<file path="src/rtl/br_pred_perf_monitor.sv">
//------------------------------------------------------------------------------
// Module  : br_pred_perf_monitor
// Brief   : Branch-predictor accuracy and pipeline event counters with a
//           registered read port and best-predictor indicator.
// Revision: 1.0
//------------------------------------------------------------------------------
`default_nettype none

module br_pred_perf_monitor #(
  parameter int NUM_PRED = 3,
  parameter int DELAY    = 2,
  parameter int CNT_W    = 32
) (
  input  logic                clk,
  input  logic                rst,
  input  logic                stall,
  input  logic                pred_valid_in,
  input  logic [NUM_PRED-1:0] pred_in,
  input  logic                resolve_valid,
  input  logic                br_taken,
  input  logic                flush,
  input  logic                clear,
  input  logic [7:0]          rd_idx,
  output logic [CNT_W-1:0]    rd_data,
  output logic                rd_sat,
  output logic [2:0]          best_pred
);

  localparam int NCNT = 3 + 2 * NUM_PRED;

  logic [DELAY-1:0]    vld_q;
  logic [NUM_PRED-1:0] pred_q [DELAY];
  logic [CNT_W-1:0]    cnt_q  [NCNT];
  logic [NCNT-1:0]     sat_q;
  logic [NCNT-1:0]     cnt_inc;
  logic [CNT_W-1:0]    rd_data_q, rd_data_d;
  logic                rd_sat_q, rd_sat_d;
  logic [2:0]          best_q, best_d;
  logic [CNT_W-1:0]    best_val;
  logic                res_ok;
  logic                d_vld;
  logic [NUM_PRED-1:0] d_pred;

  assign res_ok = resolve_valid & ~stall;
  assign d_vld  = vld_q[DELAY-1];
  assign d_pred = pred_q[DELAY-1];

  // Squashed instructions lose their valid bit as they move past stage 0.
  always_ff @(posedge clk) begin
    if (rst) begin
      vld_q <= '0;
      for (int k = 0; k < DELAY; k++) pred_q[k] <= '0;
    end else if (!stall) begin
      vld_q[0]  <= pred_valid_in;
      pred_q[0] <= pred_in;
      for (int k = 1; k < DELAY; k++) begin
        vld_q[k]  <= vld_q[k-1] & ~flush;
        pred_q[k] <= pred_q[k-1];
      end
    end
  end

  always_comb begin
    cnt_inc    = '0;
    cnt_inc[0] = res_ok;
    cnt_inc[1] = flush & ~stall;
    cnt_inc[2] = res_ok & ~d_vld;
    for (int i = 0; i < NUM_PRED; i++) begin
      cnt_inc[3+2*i] = res_ok & d_vld & (d_pred[i] == br_taken);
      cnt_inc[4+2*i] = res_ok & d_vld & (d_pred[i] != br_taken);
    end
  end

  // Saturating counters; the sat flag is sticky once an increment hits all-ones.
  always_ff @(posedge clk) begin
    if (rst || clear) begin
      for (int k = 0; k < NCNT; k++) cnt_q[k] <= '0;
      sat_q <= '0;
    end else begin
      for (int k = 0; k < NCNT; k++) begin
        if (cnt_inc[k]) begin
          if (&cnt_q[k]) sat_q[k] <= 1'b1;
          else           cnt_q[k] <= cnt_q[k] + 1'b1;
        end
      end
    end
  end

  always_comb begin
    rd_data_d = '0;
    rd_sat_d  = 1'b0;
    for (int k = 0; k < NCNT; k++) begin
      if (rd_idx == 8'(k)) begin
        rd_data_d = cnt_q[k];
        rd_sat_d  = sat_q[k];
      end
    end
  end

  always_comb begin
    best_d   = '0;
    best_val = cnt_q[3];
    for (int i = 1; i < NUM_PRED; i++) begin
      if (cnt_q[3+2*i] > best_val) begin
        best_val = cnt_q[3+2*i];
        best_d   = 3'(i);
      end
    end
  end

  always_ff @(posedge clk) begin
    if (rst) begin
      rd_data_q <= '0;
      rd_sat_q  <= 1'b0;
      best_q    <= '0;
    end else begin
      rd_data_q <= rd_data_d;
      rd_sat_q  <= rd_sat_d;
      best_q    <= clear ? 3'd0 : best_d;
    end
  end

  assign rd_data   = rd_data_q;
  assign rd_sat    = rd_sat_q;
  assign best_pred = best_q;

endmodule

`default_nettype wire
</file>
<file path="config.mk">
export PLATFORM = sky130hd
export DESIGN_NAME = br_pred_perf_monitor
export DESIGN_NICKNAME = d
export VERILOG_FILES = /design/src/rtl/br_pred_perf_monitor.sv
export SDC_FILE = /design/constraint.sdc
export NUM_CORES = 1
export LEC_CHECK = 0
export BUFFER_PORTS_ARGS = -buffer_cell sky130_fd_sc_hd__buf_2
export CAP_MARGIN = 20
export CORE_AREA = 10 10 178 264
export DETAILED_ROUTE_END_ITERATION = 12
export DIE_AREA = 0 0 188 274
export GPL_TIMING_DRIVEN = 1
export PLACE_DENSITY = 0.71
export SLEW_MARGIN = 5
export SYNTH_ARGS = -nofsm -noshare
export SYNTH_HDL_FRONTEND = slang
export SYNTH_SLANG_ARGS = --single-unit
</file>
<file path="constraint.sdc">
create_clock -name clk -period 10.4 [get_ports clk]
set_input_delay 0.52 -clock clk [delete_from_list [all_inputs] [get_ports clk]]
set_output_delay 0.52 -clock clk [all_outputs]
set_load 0.01 [all_outputs]
</file>
# Yosys cells after proc, flatten, opt, wreduce, memory -nomap -nowiden
# Memory sizes are Yosys's and may differ from the RTL's.
# Cells that the tools add are included.
dict set report totals {
  output_inout_bits 36
  ramBits 294
  ff_bits 47
  in_bits 19
  word_cells 163
  mem_count 2
}
dict set report op_classes {
  mux 75
  add_sub_neg 9
  magnitude_cmp 2
  bitwise_logic 25
  n_eq_ne 14
  reduce_logical 22
}
# memory words width rd rd_ports_with_merged_regs wr line_no
set mem_list {}
lappend mem_list {cnt_q 9 32 9 0 9 33} ;# logic [CNT_W-1:0] cnt_q [NCNT];
lappend mem_list {pred_q 2 3 2 0 2 32} ;# logic [NUM_PRED-1:0] pred_q [DELAY];
# cell n
set op_table {}
lappend op_table {{$mux 32} 19}
lappend op_table {{$reduce_and 33->1} 9}
lappend op_table {{$add 32x1->32 const B} 9}
lappend op_table {{$reduce_and 32->1} 9}
lappend op_table {{$gt 32x32->1} 2}
lappend op_table {{$mux 1} 53}
lappend op_table {{$eq 8x3->1 const B} 4}
lappend op_table {{$eq 8x2->1 const B} 2}
lappend op_table {{$and 1x1->1} 11}
lappend op_table {{$or 1x1->1} 11}
lappend op_table {{$eq 8x1->1 const B} 1}
lappend op_table {{$eq 8x4->1 const B} 1}
lappend op_table {{$logic_not 8->1} 1}
lappend op_table {{$mux 3} 2}
lappend op_table {{$eq 1x1->1} 3}
lappend op_table {{$ne 1x1->1} 3}
lappend op_table {{$not 1->1} 3}
lappend op_table {{$reduce_or 3->1} 1}
lappend op_table {{$mux 2} 1}
lappend op_table {{$reduce_or 2->1} 1}
lappend op_table {{$logic_or 1x1->1} 1}

# Depth between registers and ports, before layout
# Gate-level depths: netlist of the first run.
dict set report depth {
  word_depth 10
  mapped_depth 19
  ltp_nobuf 17
}

# Least setup slack after synthesis of the first run
# No wires, ideal clock.
dict set report synth_path {
  path_type {flip-flop to flip-flop}
  from {memory cnt_q[3][20]}
  to {register best_q[0], in the netlist best_pred[0]}
  setup_slack_ps 6200
  period_less_slack_ps 4200
  arrival_time_ps 4057
  n_path_buf 2
  path_stages_with_launch 20
  setup_ps 143
  required_time_ps 10257
  cell_sequence {edfxtp_1 clkbuf_1 inv_1 ha_1 and4_1 a2111oi_0 o21ai_0 o211ai_1 nand4_1 o211ai_1 clkbuf_1 mux2i_1 ha_1 nand4_1 nor4_1 a21boi_0 nand3b_1 a221oi_1 a31o_2 nor3b_1}
}
# element line_no
set synth_lines {}
lappend synth_lines {{start, declared} 33}
lappend synth_lines {{end signal, assigned} 119} ;# best_q <= clear ? 3'd0 : best_d;
lappend synth_lines {{end, declared} 38} ;# logic [2:0] best_q, best_d;

==> qor.csv, run 1 <==
stage,metric,value,unit
place,I/O Buffers,53,
drt,via/cell ratio,5.93,
setup_path,"critical path, cell by cell","ha_1, nand4_1, nor2_1, nand2_1, nor4_1, a211oi_1, nor4_4, buf_12, buf_4, nor2_1",
setup_path,most used cell along the critical path,nor2_1,
setup_path,startpoint of the lowest-slack register-to-register path,cnt_q[4][0]$_SDFFCE_PP0P_,
layout,Storage cell area,9750,µm²
global_route,overflow left after global routing,0,
setup_path,data required time at the worst endpoint,10.65,ns
cts,maximum clock insertion buffer count,3,
logic_synthesis,Yosys cell types,63,
sta,Hold Slack,0.236,ns
layout,most frequent cells in the layout,"367 x nor2_1, 294 x edfxtp_1, 164 x nand2_1",
setup_path,Slowest cell on crit path,buf_4,
layout,final layout net count,2170,
logic_synthesis,"FFs w/ async S/R, synth",0,%
sta,Worst Max-Slew Pin Slew,1.04,ns
min_path,path class of the lowest-slack min-delay path,in -> reg,
place,HPWL after detailed placement,39.4,mm
layout,footprint of the multi-input gates,10100,µm²
die,height of the die,274,µm
setup_path,worst stage delay on the critical path,0.82,ns
sta,number of endpoints with negative hold slack in the final report,0,
sta,final number of max-transition violations,0,
setup_path,kind of start point of the critical path,flip-flop,
logic_synthesis,"Net Count, Synth",2146,
logic_synthesis,fraction of the yosys area taken by sequential cells,47.7,%
logic_synthesis,synth warn,0,
setup_path,kind of cell adding the most delay to the critical path,simple AND/OR/NAND/NOR gates,
logic_synthesis,area of the mapped netlist,20400,µm²
sta,total negative setup slack,0,ns
cts,source-to-sink clock delay at the later pin of the worst-skew pair,0.54,ns
power_and_ir_drop,LEAKAGE,0.00818,µW
logic_synthesis,mean post-synth cell area,9.94,µm²
min_path,worst-case hold path end point,vld_q[0]$_SDFFE_PP0N_,
cts,setup bufs post-CTS,0,
cts,post-cts repair resize count,0,
sta,period utilization,47.3,%
setup_path,data arrival time of the critical path,5.17,ns
drt,DRC Markers,0,
global_route,maximum number of pins on one net before global-route repair,207,
cts,CTS H-tree lvls,2,
global_route,via count of the first global-routing pass,16000,
cts,clock tree from TritonCTS,yes,
drt,count of TritonRoute iterations in the first routing pass,5,
drt,post-route ant nets,0,
global_route,global-route wire length before repair,87.3,mm
drt,detail-routed net length per standard cell,20.4,µm
sta,Max Fclk,203,MHz
die,chip width,188,µm
die,standard cell core area,42400,µm²
layout,area delta synth->final,9.46,%
layout,ANT cells,0,
die,area of the die,51500,µm²
min_path,number of cells on the worst hold path,3,
die,initial core utilization,48.2,%
setup_path,critical path class,reg -> reg,
power_and_ir_drop,Peak VDD IR,102,µV
logic_synthesis,number of instances in the synthesized netlist,2054,
layout,"commonest non-fill, non-tap cell in the layout",nor2_1,
cts,CTS Hold Buffers Added,0,
cts,CTS sink cnt,340,
die,I/O pin cnt,55,
setup_path,critical path capture point type,flip-flop,
drt,Via Count,15900,
cts,clock transition at the registers of the reported paths,0.06,ns
setup_path,RR Endpoint,cnt_q[8][19]$_SDFFCE_PP0P_,
sta,worst relative slew slack,30.4,%
cts,library cell used as clock root buffer,clkbuf_16,
job,number of maximum-capacitance violations,0,
global_route,total global routing track utilization,20.9,%
min_path,startpoint of the tightest hold check path,pred_valid_in,
cts,number of buffers inserted during clock tree synthesis,35,
sta,RSZ-0062 raised after global routing,false,
setup_path,setup slack on the worst flop-to-flop path,5.48,ns
layout,number of fillers in the final layout,3834,
layout,ratio of cells with drive above 1 in the final layout,7.89,%
die,floorplan row count,93,
global_route,antenna violations before repair,2,
sta,crit path time final,4.92,ns
logic_synthesis,total of flip-flops plus latches after synthesis,340,
setup_path,largest fanout of any net on the critical path,206,
sta,Max Clock Skew,0.0159,ns
status,run status,completed,
place,gpl congestion,0.894,
drt,total length of routed wires,54.6,mm
logic_synthesis,Post-synth EDFFs,294,
setup_path,worst path buffer plus inverter count,2,
sta,total of endpoints with negative setup slack in the final report,0,
setup_path,reg2reg path depth,10,
drt,DR iter-0 viols,1467,
power_and_ir_drop,Power Dens Cells,147,nW/µm²
logic_synthesis,top flip-flop cell by instance count after synthesis,edfxtp_1,
layer usage:
metal,up-vias,GRT usage (%),share of wire (%)
li1,7466,-,-
met1,7726,25.0,40
met2,548,37.2,51
met3,110,2.70,5.7
met4,4,8.08,3.3
met5,-,0,0.049
report_power, final:
| part | internal, µW | total (µW) | switching (µW) |
|---|---|---|---|
| clock network | 725 | 1270 | 546 |
| logic | 139 | 339 | 200 |
| registers | 1570 | 1680 | 108 |
sequential cells by signal (all words and copies together), names as in the netlist:
register / cells
cnt_q: 288
rd_data: 32
sat_q: 9
pred_q: 6
best_pred: 2
vld_q: 2
rd_sat: 1
worst min-delay path: cells and delay by family:
kind                   cells  cell delay, ns
muxes                      1            0.05
and+or+nand+nor            1            0.08
buffers and inverters      1            0.08
through the flow:
step	instance area, µm²	instances	power, µW	util [%]	setup WS (ns)
4_1_cts	22400	2674	3300	52.8	5.51
5_1_grt	22400	2674	3400	52.8	5.22
2_1_floorplan	20400	2054	1920	-	6.20
3_3_place_gp	21200	2611	2020	50.1	5.60
6_report	22400	2674	3290	52.8	5.48
3_5_place_dp	21200	2611	2040	50.1	5.50
worst max path at each step:
stage,start,endpoint,slack [ns],cells past startpoint
detailed placement,cnt_q[4][0]$_SDFFCE_PP0P_,cnt_q[6][19]$_SDFFCE_PP0P_,5.50,10
finish,cnt_q[4][0]$_SDFFCE_PP0P_,cnt_q[8][19]$_SDFFCE_PP0P_,5.48,10
global placement,cnt_q[4][0]$_SDFFCE_PP0P_,cnt_q[6][23]$_SDFFCE_PP0P_,5.60,10
floorplan,cnt_q[3][20]$_SDFFCE_PP0P_,best_pred[0]$_SDFF_PP0_,6.20,19
CTS,cnt_q[4][0]$_SDFFCE_PP0P_,cnt_q[8][17]$_SDFFCE_PP0P_,5.51,10
global route,cnt_q[4][0]$_SDFFCE_PP0P_,cnt_q[5][16]$_SDFFCE_PP0P_,5.22,10
cell type report:
class	instances	share of cell area (%)
Clock inverter	17	0.688
Timing Repair Buffer	83	2.25
Inverter	45	0.756
Tap cell	570	3.19
Multi-Input combinational cell	1573	45.2
Sequential cell	340	43.6
Clock buffer	46	4.29
Yosys cell counts (all sizes together) (14+ instances only):
cell	instances	area share (%)
a21oi	50	1.2
nand3	131	3.2
xnor2	111	4.8
a211oi	14	0.51
and3	59	1.8
and2	14	0.43
buf	35	0.88
nand2	164	3.0
edfxtp	294	43
nor4	16	0.66
a22o	15	0.64
dfxtp	46	4.5
a22oi	26	0.96
clkbuf	61	1.1
xor2	161	6.9
and4	34	1.5
a222oi	22	1.1
nand4	61	1.9
inv	45	0.83
mux2	16	0.88
mux2i	53	2.6
nor3	22	0.56
o21ai	46	1.1
ha	73	4.5
nor2b	18	0.55
nor2	367	6.7
cell families after synthesis:
logic type	Yosys count	synth area share (%)
AOI/OAI and AO/OA	238	8.13
xor gates and xnor gates	272	11.7
adders and majority gates	73	4.47
buffers and inverters	141	2.82
DFF	340	47.7
muxes	71	3.70
other	1	0.0184
and+or+nand+nor	918	21.4
No activity file was read; power rests on OpenSTA's default activity.
==> inputs of run 2 (changes only) <==
- PLACE_DENSITY: 0.71 -> 0.74
- clock period: 10.4 -> 4.3 ns (I/O delays scaled with it)
==> qor.csv, run 2 (synthesized netlist as in run 1, its figures left out) <==
stage,metric,value,unit
global_route,via count of the first global-routing pass,16500,
min_path,worst-case hold path end point,vld_q[1]$_SDFFE_PP0N_,
place,HPWL after detailed placement,40.8,mm
sta,Max Clock Skew,0.0284,ns
sta,period utilization,97.8,%
min_path,path class of the lowest-slack min-delay path,in -> reg,
min_path,number of cells on the worst hold path,3,
power_and_ir_drop,clock network fraction of total power,38.8,%
power_and_ir_drop,Power Dens Cells,352,nW/µm²
power_and_ir_drop,Power Total,8180,µW
setup_path,critical path capture point type,flip-flop,
drt,Via Count,16400,
sta,Hold Slack,0.0346,ns
setup_path,critical path class,reg -> reg,
layout,"commonest non-fill, non-tap cell in the layout",nor2_1,
place,Cells after DPL,2688,
layout,Post-Route Utilization,54.9,%
sta,number of endpoints with negative hold slack in the final report,0,
power_and_ir_drop,Int Pwr,6070,µW
die,area of the die,51500,µm²
cts,number of buffers inserted during clock tree synthesis,35,
die,standard cell core area,42400,µm²
layout,final layout net count,2265,
layout,number of fillers in the final layout,3704,
global_route,total global routing track utilization,21.2,%
die,initial core utilization,48.2,%
drt,via/cell ratio,5.93,
power_and_ir_drop,part of the total power dissipated in sequential elements,49.1,%
layout,most frequent cells in the layout,"367 x nor2_1, 294 x edfxtp_1, 164 x nand2_1",
layout,Biggest register,cnt_q,
sta,worst relative slew slack,33.7,%
sta,crit path time final,4.21,ns
setup_path,largest fanout of any net on the critical path,8,
sta,Max Fclk,238,MHz
power_and_ir_drop,Logic pwr share,12.1,%
layout,ratio of cells with drive above 1 in the final layout,12.6,%
drt,DRC Markers,0,
die,height of the die,274,µm
global_route,maximum number of pins on one net before global-route repair,94,
drt,count of TritonRoute iterations in the first routing pass,6,
setup_path,setup slack on the worst flop-to-flop path,0.09,ns
power_and_ir_drop,LEAKAGE,0.00872,µW
place,Place WS,0.0177,ns
setup_path,data arrival time of the critical path,4.66,ns
power_and_ir_drop,Peak VDD IR,218,µV
setup_path,startpoint of the lowest-slack register-to-register path,cnt_q[3][18]$_SDFFCE_PP0P_,
die,chip width,188,µm
place,gpl congestion,0.934,
cts,CTS H-tree lvls,2,
sta,Worst Max-Slew Pin Slew,0.986,ns
min_path,startpoint of the tightest hold check path,stall,
sta,final number of max-transition violations,0,
status,run status,completed,
global_route,global-route wire length before repair,88.6,mm
job,number of maximum-capacitance violations,0,
setup_path,reg2reg path depth,19,
cts,CTS sink cnt,340,
setup_path,RR Endpoint,best_pred[0]$_SDFF_PP0_,
cts,source-to-sink clock delay at the later pin of the worst-skew pair,0.55,ns
die,I/O pin cnt,55,
drt,DR iter-0 viols,1526,
die,floorplan row count,93,
layout,Post-Layout Cell Count,2770,
global_route,overflow left after global routing,0,
cts,clock transition at the registers of the reported paths,0.07,ns
setup_path,kind of start point of the critical path,flip-flop,
global_route,antenna violations before repair,4,
cts,maximum clock insertion buffer count,3,
layout,"flip-flop count of the largest register, all copies and words added",288,
setup_path,data required time at the worst endpoint,4.75,ns
cts,library cell used as clock root buffer,clkbuf_16,
layout,area delta synth->final,14.0,%
power_and_ir_drop,Psw,2120,µW
drt,detail-routed net length per standard cell,20.1,µm
place,I/O Buffers,53,
cts,clock tree from TritonCTS,yes,
power_and_ir_drop,share of total power consumed by net switching,25.9,%
drt,total length of routed wires,55.8,mm
drt,post-route ant nets,0,
sta,Setup WS post-layout,0.0943,ns
sta,total of endpoints with negative setup slack in the final report,0,
[run 2: cell types whose count changed in the layout (fill, tap and decap cells not counted), moves of 3 or more]
cell,change
a221oi_2,+3
a221oi_1,-3
mux2i_2,+3
dlygate4sd3_1,+5
clkbuf_1,-5
buf_4,+83
buf_6,+3
mux2i_1,-3
clkbuf_8,+3
[run 2: layout make-up]
cell class	count	area (µm²)	share of cell area, %
clock inverter	18	168	0.720
tap	570	713	3.06
inverter	45	169	0.726
sequential	340	9750	41.9
multi-input combinational	1573	10200	43.7
timing repair buffer	178	1290	5.54
clock buffer	45	1010	4.33
antenna	1	2.50	0.0108
[run 2: per-stage QoR]
step,cell area [µm²],setup TNS [ns]
after detailed placement,21900,0
after floorplan,20400,0
after global routing,23300,-0.108
after CTS,23100,0
final,23300,0
after global placement,21900,0
[run 2: how the worst max path moves through the flow]
stage | from | endpoint | slack, ns | cells after the start
2_1_floorplan | cnt_q[3][20]$_SDFFCE_PP0P_ | best_pred[0]$_SDFF_PP0_ | 0.1 | 19
3_3_place_gp | cnt_q[5][24]$_SDFFCE_PP0P_ | best_pred[0]$_SDFF_PP0_ | 0.23 | 19
3_5_place_dp | cnt_q[3][18]$_SDFFCE_PP0P_ | best_pred[0]$_SDFF_PP0_ | 0.02 | 19
4_1_cts | cnt_q[3][18]$_SDFFCE_PP0P_ | best_pred[0]$_SDFF_PP0_ | 0.04 | 19
5_1_grt | cnt_q[3][1]$_SDFFCE_PP0P_ | best_pred[0]$_SDFF_PP0_ | -0.10 | 20
6_report | cnt_q[3][18]$_SDFFCE_PP0P_ | best_pred[0]$_SDFF_PP0_ | 0.09 | 19
[run 2: repair_timing]
item | 4_1_cts | 5_1_grt
buffers inserted | 2 | 11
resized for setup | 2 | 25
pin swaps | 1 | 21
endpoints found under the hold margin | 5 | 0
endpoints found under the setup margin | 1 | 2
hold buffers | 5 | 0
[run 2: power groups by stage]
stage / Clock (µW) / Sequential [µW] / Combinational [µW]
after floorplan: 0 / 4030 / 614
after global placement: 0 / 4070 / 879
after detailed placement: 0 / 4080 / 908
after CTS: 3200 / 4010 / 927
after global routing: 3330 / 4050 / 1080
final: 3180 / 4020 / 989
[run 2: routing by layer]
metal  global-route usage (%)  wire length (µm)  vias to the layer above
met5                        0                41                        -
met1                     24.6             21600                     8008
li1                         -                 -                     7671
met2                     37.6             28300                      601
met4                     10.8              2750                        6
met3                     2.66              3100                      142
[run 2: worst max-delay path, stage by stage (launching register included)]
cell and delay (ns):
edfxtp_1 0.41, inv_2 0.09, ha_1 0.23, and4_4 0.19, a2111oi_2 0.29, o21ai_1 0.13, o211ai_1 0.17, nand4_1 0.16
o211ai_1 0.21, clkbuf_16 0.25, buf_4 0.11, mux2i_1 0.20, ha_1 0.27, a21oi_1 0.16, o21ai_1 0.15, a221oi_2 0.28
nand3b_1 0.20, a221oi_2 0.28, a31o_2 0.15, nor3b_4 0.16
